## src/rtl/a2d_sched_pkg.sv

```systemverilog
// Shared types and channel map for the A2D round-robin scheduler.
// Optional transaction timeout is enabled by defining A2D_SCHED_TMO_EN.
package a2d_sched_pkg;

    typedef enum logic [1:0] {
        StIdle,
        StCmd,
        StGap,
        StRead
    } state_e;

    localparam logic [2:0] CH_LFT   = 3'd0;
    localparam logic [2:0] CH_RGHT  = 3'd4;
    localparam logic [2:0] CH_STEER = 3'd5;
    localparam logic [2:0] CH_BATT  = 3'd6;

    // Command word for the channel selected by the round-robin pointer.
    function automatic logic [15:0] build_cmd(input logic [1:0] sel);
        logic [2:0] ch;
        case (sel)
            2'd0:    ch = CH_LFT;
            2'd1:    ch = CH_RGHT;
            2'd2:    ch = CH_STEER;
            default: ch = CH_BATT;
        endcase
        return {2'b00, ch, 11'h000};
    endfunction

endpackage

```

## src/rtl/a2d_cyc_cnt.sv

```systemverilog
// 10-bit clear/enable cycle counter with terminal-count compare.
// Shared by gap timing and the optional A2D_SCHED_TMO_EN timeout.
module a2d_cyc_cnt (
    input  logic       clk,
    input  logic       rst_n,
    input  logic       clr,
    input  logic       en,
    input  logic [9:0] tc,
    output logic       hit
);

    logic [9:0] cnt_q;

    always_ff @(posedge clk) begin
        if (!rst_n) begin
            cnt_q <= '0;
        end else if (clr) begin
            cnt_q <= '0;
        end else if (en) begin
            cnt_q <= cnt_q + 10'd1;
        end
    end

    assign hit = (cnt_q == tc);

endmodule

```

## src/rtl/a2d_sched.sv

```systemverilog
// Round-robin conversion scheduler for the shared SPI A2D converter.
// Define A2D_SCHED_TMO_EN to compile in the per-transaction spi_done timeout.
module a2d_sched
    import a2d_sched_pkg::*;
#(
    parameter int unsigned GAP_CYC = 8,
    parameter int unsigned TMO_CYC = 1023
) (
    input  logic        clk,
    input  logic        rst_n,
    input  logic        nxt,
    input  logic        spi_done,
    input  logic [15:0] spi_rd,
    output logic        spi_wrt,
    output logic [15:0] spi_cmd,
    output logic [11:0] lft_ld,
    output logic [11:0] rght_ld,
    output logic [11:0] steer_pot,
    output logic [11:0] batt,
    output logic        busy,
    output logic        round_done,
    output logic        tmo_err
);

    localparam logic [9:0] GAP_TC = 10'(GAP_CYC - 1);
    localparam logic [9:0] TMO_TC = 10'(TMO_CYC - 1);

    state_e      state_q;
    logic [1:0]  ptr_q;
    logic [11:0] res_q [4];
    logic        cnt_clr;
    logic        cnt_en;
    logic        cnt_hit;
    logic [9:0]  cnt_tc;
    logic [3:0]  unused_rd_hi;

    assign unused_rd_hi = spi_rd[15:12];

    assign lft_ld    = res_q[0];
    assign rght_ld   = res_q[1];
    assign steer_pot = res_q[2];
    assign batt      = res_q[3];

    // Counter restarts on every spi_wrt so it measures both the gap and transaction age.
    assign cnt_clr = (state_q == StIdle) ||
                     (state_q == StCmd && spi_done) ||
                     (state_q == StGap && cnt_hit);
    assign cnt_tc  = (state_q == StGap) ? GAP_TC : TMO_TC;

`ifdef A2D_SCHED_TMO_EN
    logic tmo_q;
    assign tmo_err = tmo_q;
    assign cnt_en  = 1'b1;
`else
    assign tmo_err = 1'b0;
    assign cnt_en  = (state_q == StGap);
`endif

    a2d_cyc_cnt u_cyc_cnt (
        .clk   (clk),
        .rst_n (rst_n),
        .clr   (cnt_clr),
        .en    (cnt_en),
        .tc    (cnt_tc),
        .hit   (cnt_hit)
    );

    always_ff @(posedge clk) begin
        if (!rst_n) begin
            state_q    <= StIdle;
            ptr_q      <= '0;
            spi_cmd    <= '0;
            spi_wrt    <= 1'b0;
            busy       <= 1'b0;
            round_done <= 1'b0;
            for (int i = 0; i < 4; i++) begin
                res_q[i] <= '0;
            end
`ifdef A2D_SCHED_TMO_EN
            tmo_q      <= 1'b0;
`endif
        end else begin
            spi_wrt    <= 1'b0;
            round_done <= 1'b0;
            unique case (state_q)
                StIdle: begin
                    if (nxt) begin
                        spi_cmd <= build_cmd(ptr_q);
                        spi_wrt <= 1'b1;
                        busy    <= 1'b1;
                        state_q <= StCmd;
                    end
                end
                StCmd: begin
                    if (spi_done) begin
                        state_q <= StGap;
`ifdef A2D_SCHED_TMO_EN
                    end else if (cnt_hit) begin
                        tmo_q      <= 1'b1;
                        ptr_q      <= ptr_q + 2'd1;
                        round_done <= (ptr_q == 2'd3);
                        busy       <= 1'b0;
                        state_q    <= StIdle;
`endif
                    end
                end
                StGap: begin
                    if (cnt_hit) begin
                        spi_wrt <= 1'b1;
                        state_q <= StRead;
                    end
                end
                StRead: begin
                    if (spi_done) begin
                        res_q[ptr_q] <= spi_rd[11:0];
                        ptr_q        <= ptr_q + 2'd1;
                        round_done   <= (ptr_q == 2'd3);
                        busy         <= 1'b0;
                        state_q      <= StIdle;
`ifdef A2D_SCHED_TMO_EN
                    end else if (cnt_hit) begin
                        tmo_q      <= 1'b1;
                        ptr_q      <= ptr_q + 2'd1;
                        round_done <= (ptr_q == 2'd3);
                        busy       <= 1'b0;
                        state_q    <= StIdle;
`endif
                    end
                end
                default: state_q <= StIdle;
            endcase
        end
    end

endmodule
```

## config.mk

```make
export PLATFORM = sky130hd
export DESIGN_NAME = a2d_sched
export DESIGN_NICKNAME = d
export VERILOG_FILES = /design/src/rtl/a2d_sched_pkg.sv /design/src/rtl/a2d_cyc_cnt.sv /design/src/rtl/a2d_sched.sv
export SDC_FILE = /design/constraint.sdc
export NUM_CORES = 1
export LEC_CHECK = 0
export ABC_CLOCK_PERIOD_IN_PS = 2470
export BUFFER_PORTS_ARGS = -buffer_cell sky130_fd_sc_hd__buf_2
export CAP_MARGIN = 20
export CORE_UTILIZATION = 45
export CTS_BUF_LIST = sky130_fd_sc_hd__clkbuf_8
export DETAILED_ROUTE_END_ITERATION = 16
export GPL_ROUTABILITY_DRIVEN = 0
export PLACE_DENSITY = 0.78
export SETUP_SLACK_MARGIN = 0.5
export SYNTH_ARGS = -nofsm -noshare
export SYNTH_HDL_FRONTEND = slang
export SYNTH_SLANG_ARGS = --single-unit
```

## constraint.sdc

```tcl
create_clock -name clk -period 2.47 [get_ports clk]
set_input_delay 0.247 -clock clk [delete_from_list [all_inputs] [get_ports clk]]
set_output_delay 0.247 -clock clk [all_outputs]
set_load 0.05 [all_outputs]
```

==> results summary <==
The run finished with clean final reports. The floorplan die area came out at between 6000 and 7000 um^2. The cell type contributing the most total cell area after synthesis is edfxtp_1. In the global route stage, overall resource usage came out at 0.1727. The commonest cells after synthesis are and2_1 (50), edfxtp_1 (48), dfxtp_1 (20), nand2_1 (17). 0 antenna diodes ended up in the layout. The floorplan row count came out at 29. Buffers added to address setup during post-CTS repair amount to 0. The total wire length after detailed routing came out at 5.583 mm. The first-pass GRT wire length came out at ~9 mm.

The mapped cell area came out at 2963 um^2. The worst hold path passes through 2 cells. The share of layout cells above drive strength 1 came out at 0.3030. The remaining antenna violation count came out at 0. The residual DRC count came out at 0. The number of buffers inserted by hold repair at cts came out at 0. On the critical path, the stage with the largest delay is an instance of dfxtp_1. The maximum ir drop on the vdd rail came out at between 0.5 and 0.6 mV. The final critical path time including I/O delays and setup came out at between 1.5 and 2 ns. Walking the worst path, the cells encountered are ha_1, nand3_1, nor3_1, nand2b_2, buf_4. The mean instance size in the synthesized netlist is between 10 and 15 um^2. The share of the synthesized netlist area taken by xor and xnor gates is 0.02618. The effective utilization at floorplan came out at 0.4666. STA classifies the critical path endpoint as a flip-flop. The startpoint identified for the worst register-to-register timing path is state_q[1].

After synthesis, the largest family of logic cells by area is simple AND/OR/NAND/NOR gates. Counting distinct cell types in the post-synthesis netlist gives 34. The number of setup violations in the final report came out at 0. The final cycle utilization of the critical path came out at 0.7282. The overall via count from detail_route came out at 1993. The net switching fraction of the power is 0.3086.

In the final timing run, aggregate negative setup slack is 0 ns. The latest clock arrival within the worst-skew pair is 0.33 ns. The total of warnings raised by yosys came out at 0.

For this run the aggregate overflow at the end of global routing stands at 0. The number of buffers on the longest clock path is 2. The switching component of the power is approximately 0.9 mW.

The delay of the slowest critical-path stage came out at about 0.43 ns. The simple-gate portion of the synthesized area came out at 0.2204. The count of final max-slew check failures came out at 0. The startpoint of the tightest hold check path is nxt. By area the synthesized netlist is led by edfxtp_1 (49%), dfxtp_1 (14%), and2_1 (11%), buf_4 (3.5%), ha_1 (3.4%). The area share of the largest cell type after synthesis is 0.4865. The fraction of registers with async set or reset after synthesis came out at 0. The synthesized netlist cell count came out at 246. After clock tree synthesis, the clock-pin slew on the worst setup and hold paths is around 0.070 ns. Data on the critical path is required at its endpoint by about 2.5 ns. The min-delay analysis places its worst path in the category primary input to flip-flop. In this run, the number of DRC markers left after iteration 0 of detailed routing was 47.

The startpoint kind of the worst setup timing path is a flip-flop. The width of the die is between 80 and 90 um. The internal power is between 2 and 2.5 mW.

The count of cells along the worst register-to-register path came out at 5. In the final design database the tool counted about 350 nets. The tree built by TritonCTS fans out to slightly below 70 sinks. The floorplan die height is 83.14 um. In this run the static leakage power is between 1.5 and 2 nW. Static timing analysis puts the maximum clock frequency at about 560 MHz. The total of max-cap violations is 0.

The largest clock skew in the final design came out at roughly 0.0056 ns. The worst register-to-register path ends at res_q[2][1]. The type of the setup path with the least slack is flip-flop to flip-flop. The part of the Yosys area used for sequential elements came out at 0.6216. The fraction of the mapped netlist area in adder cells is 0.03378. In the synthesized netlist the dominant register cell turns out to be edfxtp_1. Of the total power, combinational logic draws 0.216.

Setup repair after global routing left no endpoint under its margin. Entering global routing, the biggest net connects 14 pins. The sequential cell fraction of total power is 0.452. The number of port buffers is a little under 70.

The number of synthesized flops with an enable pin is 48. Buffers inserted during clock tree synthesis total 9. For the worst setup path, the data arrival time is about 1.8 ns. The area fraction in compound gates after synthesis is 0.04434. The share of total power in the clock network came out at 0.332. The area of the core is roughly 6300 um^2. The detailed-route vias per instance is approximately 4.9. Counting flops and latches in the post-synthesis netlist gives between 60 and 70. Of the post-synthesis cell area, the part taken by muxes is 0. The relative area change from synthesis to final layout is 22.09%. The initial antenna violation count came out at 0. The filler cells instantiated in the layout total roughly 520.

During I/O placement, the number of pins put on the boundary was 88. The pre-antenna-repair detailed-routing pass consisted of 4 iterations. The maximum level of the CTS H-tree is 3. Once layout is complete, the utilization of the core stands at 0.5697. Along the worst path, the maximum fanout reaches 7. TritonCTS built the clock tree. By instance count, the leading cell after synthesis is and2_1. The detailed placer's ending HPWL is around 3.9 mm. The worst reg-to-reg setup slack came out at between 0.6 and 0.7 ns. After detailed routing, the average wire length per cell comes to ~14 um. The via count of the first global-routing pass is ~1.9k.

The cell sitting at the root of the clock tree is a clkbuf_8. The total power per unit cell area is between 800 and 900 nW/um^2. The path with the worst hold slack has its endpoint at spi_cmd[13]. The count of endpoints failing hold in the final timing report came out at 0.
critical path, delay by kind of cell (launching register included):
kind	cells	cell delay (ns)
buf+inv	1	0.20
flops	1	0.43
simple gates	3	0.62
fa+ha+maj	1	0.27
worst max path at each step:
stage | startpoint | to | cells past startpoint
after floorplan | state_q[1] | res_q[3][0] | 3
after global placement | state_q[0] | state_q[1] | 6
after detailed placement | state_q[0] | state_q[1] | 6
after CTS | state_q[1] | res_q[1][10] | 4
after global routing | state_q[1] | res_q[2][1] | 5
final | state_q[1] | res_q[2][1] | 5
area by class of cell:
cell class,instances,area [um^2],area share
clock buffer,9,123.9,0.03424
clock inverter,6,90.09,0.02490
inverter,7,26.28,0.007264
multi-input combinational,164,1041,0.2878
sequential,68,1842,0.5092
tap,77,96.34,0.02663
timing repair buffer,76,397.9,0.1100
state kept, by name (all words and copies together), names as in the netlist:
name             cells
spi_cmd              3
round_done           1
ptr_q                2
u_cyc_cnt.cnt_q     10
busy                 1
state_q              2
spi_wrt              1
res_q               48
layer usage:
| metal | track usage | routed length, um | up-vias |
|---|---|---|---|
| met5 | 0 | 0 | - |
| met4 | 0.05643 | 65 | 0 |
| met3 | 0.05467 | 297 | 8 |
| met1 | 0.2236 | 2615 | 936 |
| met2 | 0.2757 | 2605 | 70 |
| li1 | - | - | 979 |
cells in the final DEF, fill, tap and decap left out, types with 3 or more instances in the layout:
master    netlist  layout
nor2b_1         3       3
inv_1           6       6
and2_1         50      50
buf_4          14       7
conb_1          1      14
o21ai_0         4       4
nor2_1         14      14
a21oi_1         9       8
nand2b_1        5       3
buf_2           1      69
edfxtp_1       48      48
xnor2_1         5       5
nand2_1        17      17
nand4_1         5       5
ha_1            8       7
nor3_1          6       6
dfxtp_1        20      20
nand3_1         9       9
clkbuf_8        0       9
repair_timing:
action,CTS,global route
gates cloned,0,0
endpoints found under the setup margin,1,26
gates resized for setup,1,4
kinds of logic after synthesis:
family | after synthesis
other cells | 1
compound gates | 20
flops | 68
simple gates | 114
fa+ha+maj | 8
buf+inv | 27
xor+xnor | 8
per-stage QoR:
stage	cells	worst slack, ns	power, mW	hold slack (ns)	instance area, um^2
2_1_floorplan	259	0.7543	1.836	0.3657	3017
6_report	407	0.6714	2.927	0.2157	3617
5_1_grt	407	0.5460	3.059	0.2172	3617
3_5_place_dp	392	0.5091	1.957	0.4578	3382
4_1_cts	407	0.6065	2.938	0.2004	3598
3_3_place_gp	392	0.5750	1.938	0.4451	3382
power by group through the flow:
stage	clock, mW	sequential, mW	combinational [mW]
5_1_grt	1.05	1.33	0.680
2_1_floorplan	0	1.52	0.320
3_3_place_gp	0	1.34	0.596
3_5_place_dp	0	1.34	0.612
6_report	0.971	1.32	0.632
4_1_cts	1.00	1.32	0.616
Note: power is estimated with default switching activity, not from simulation.
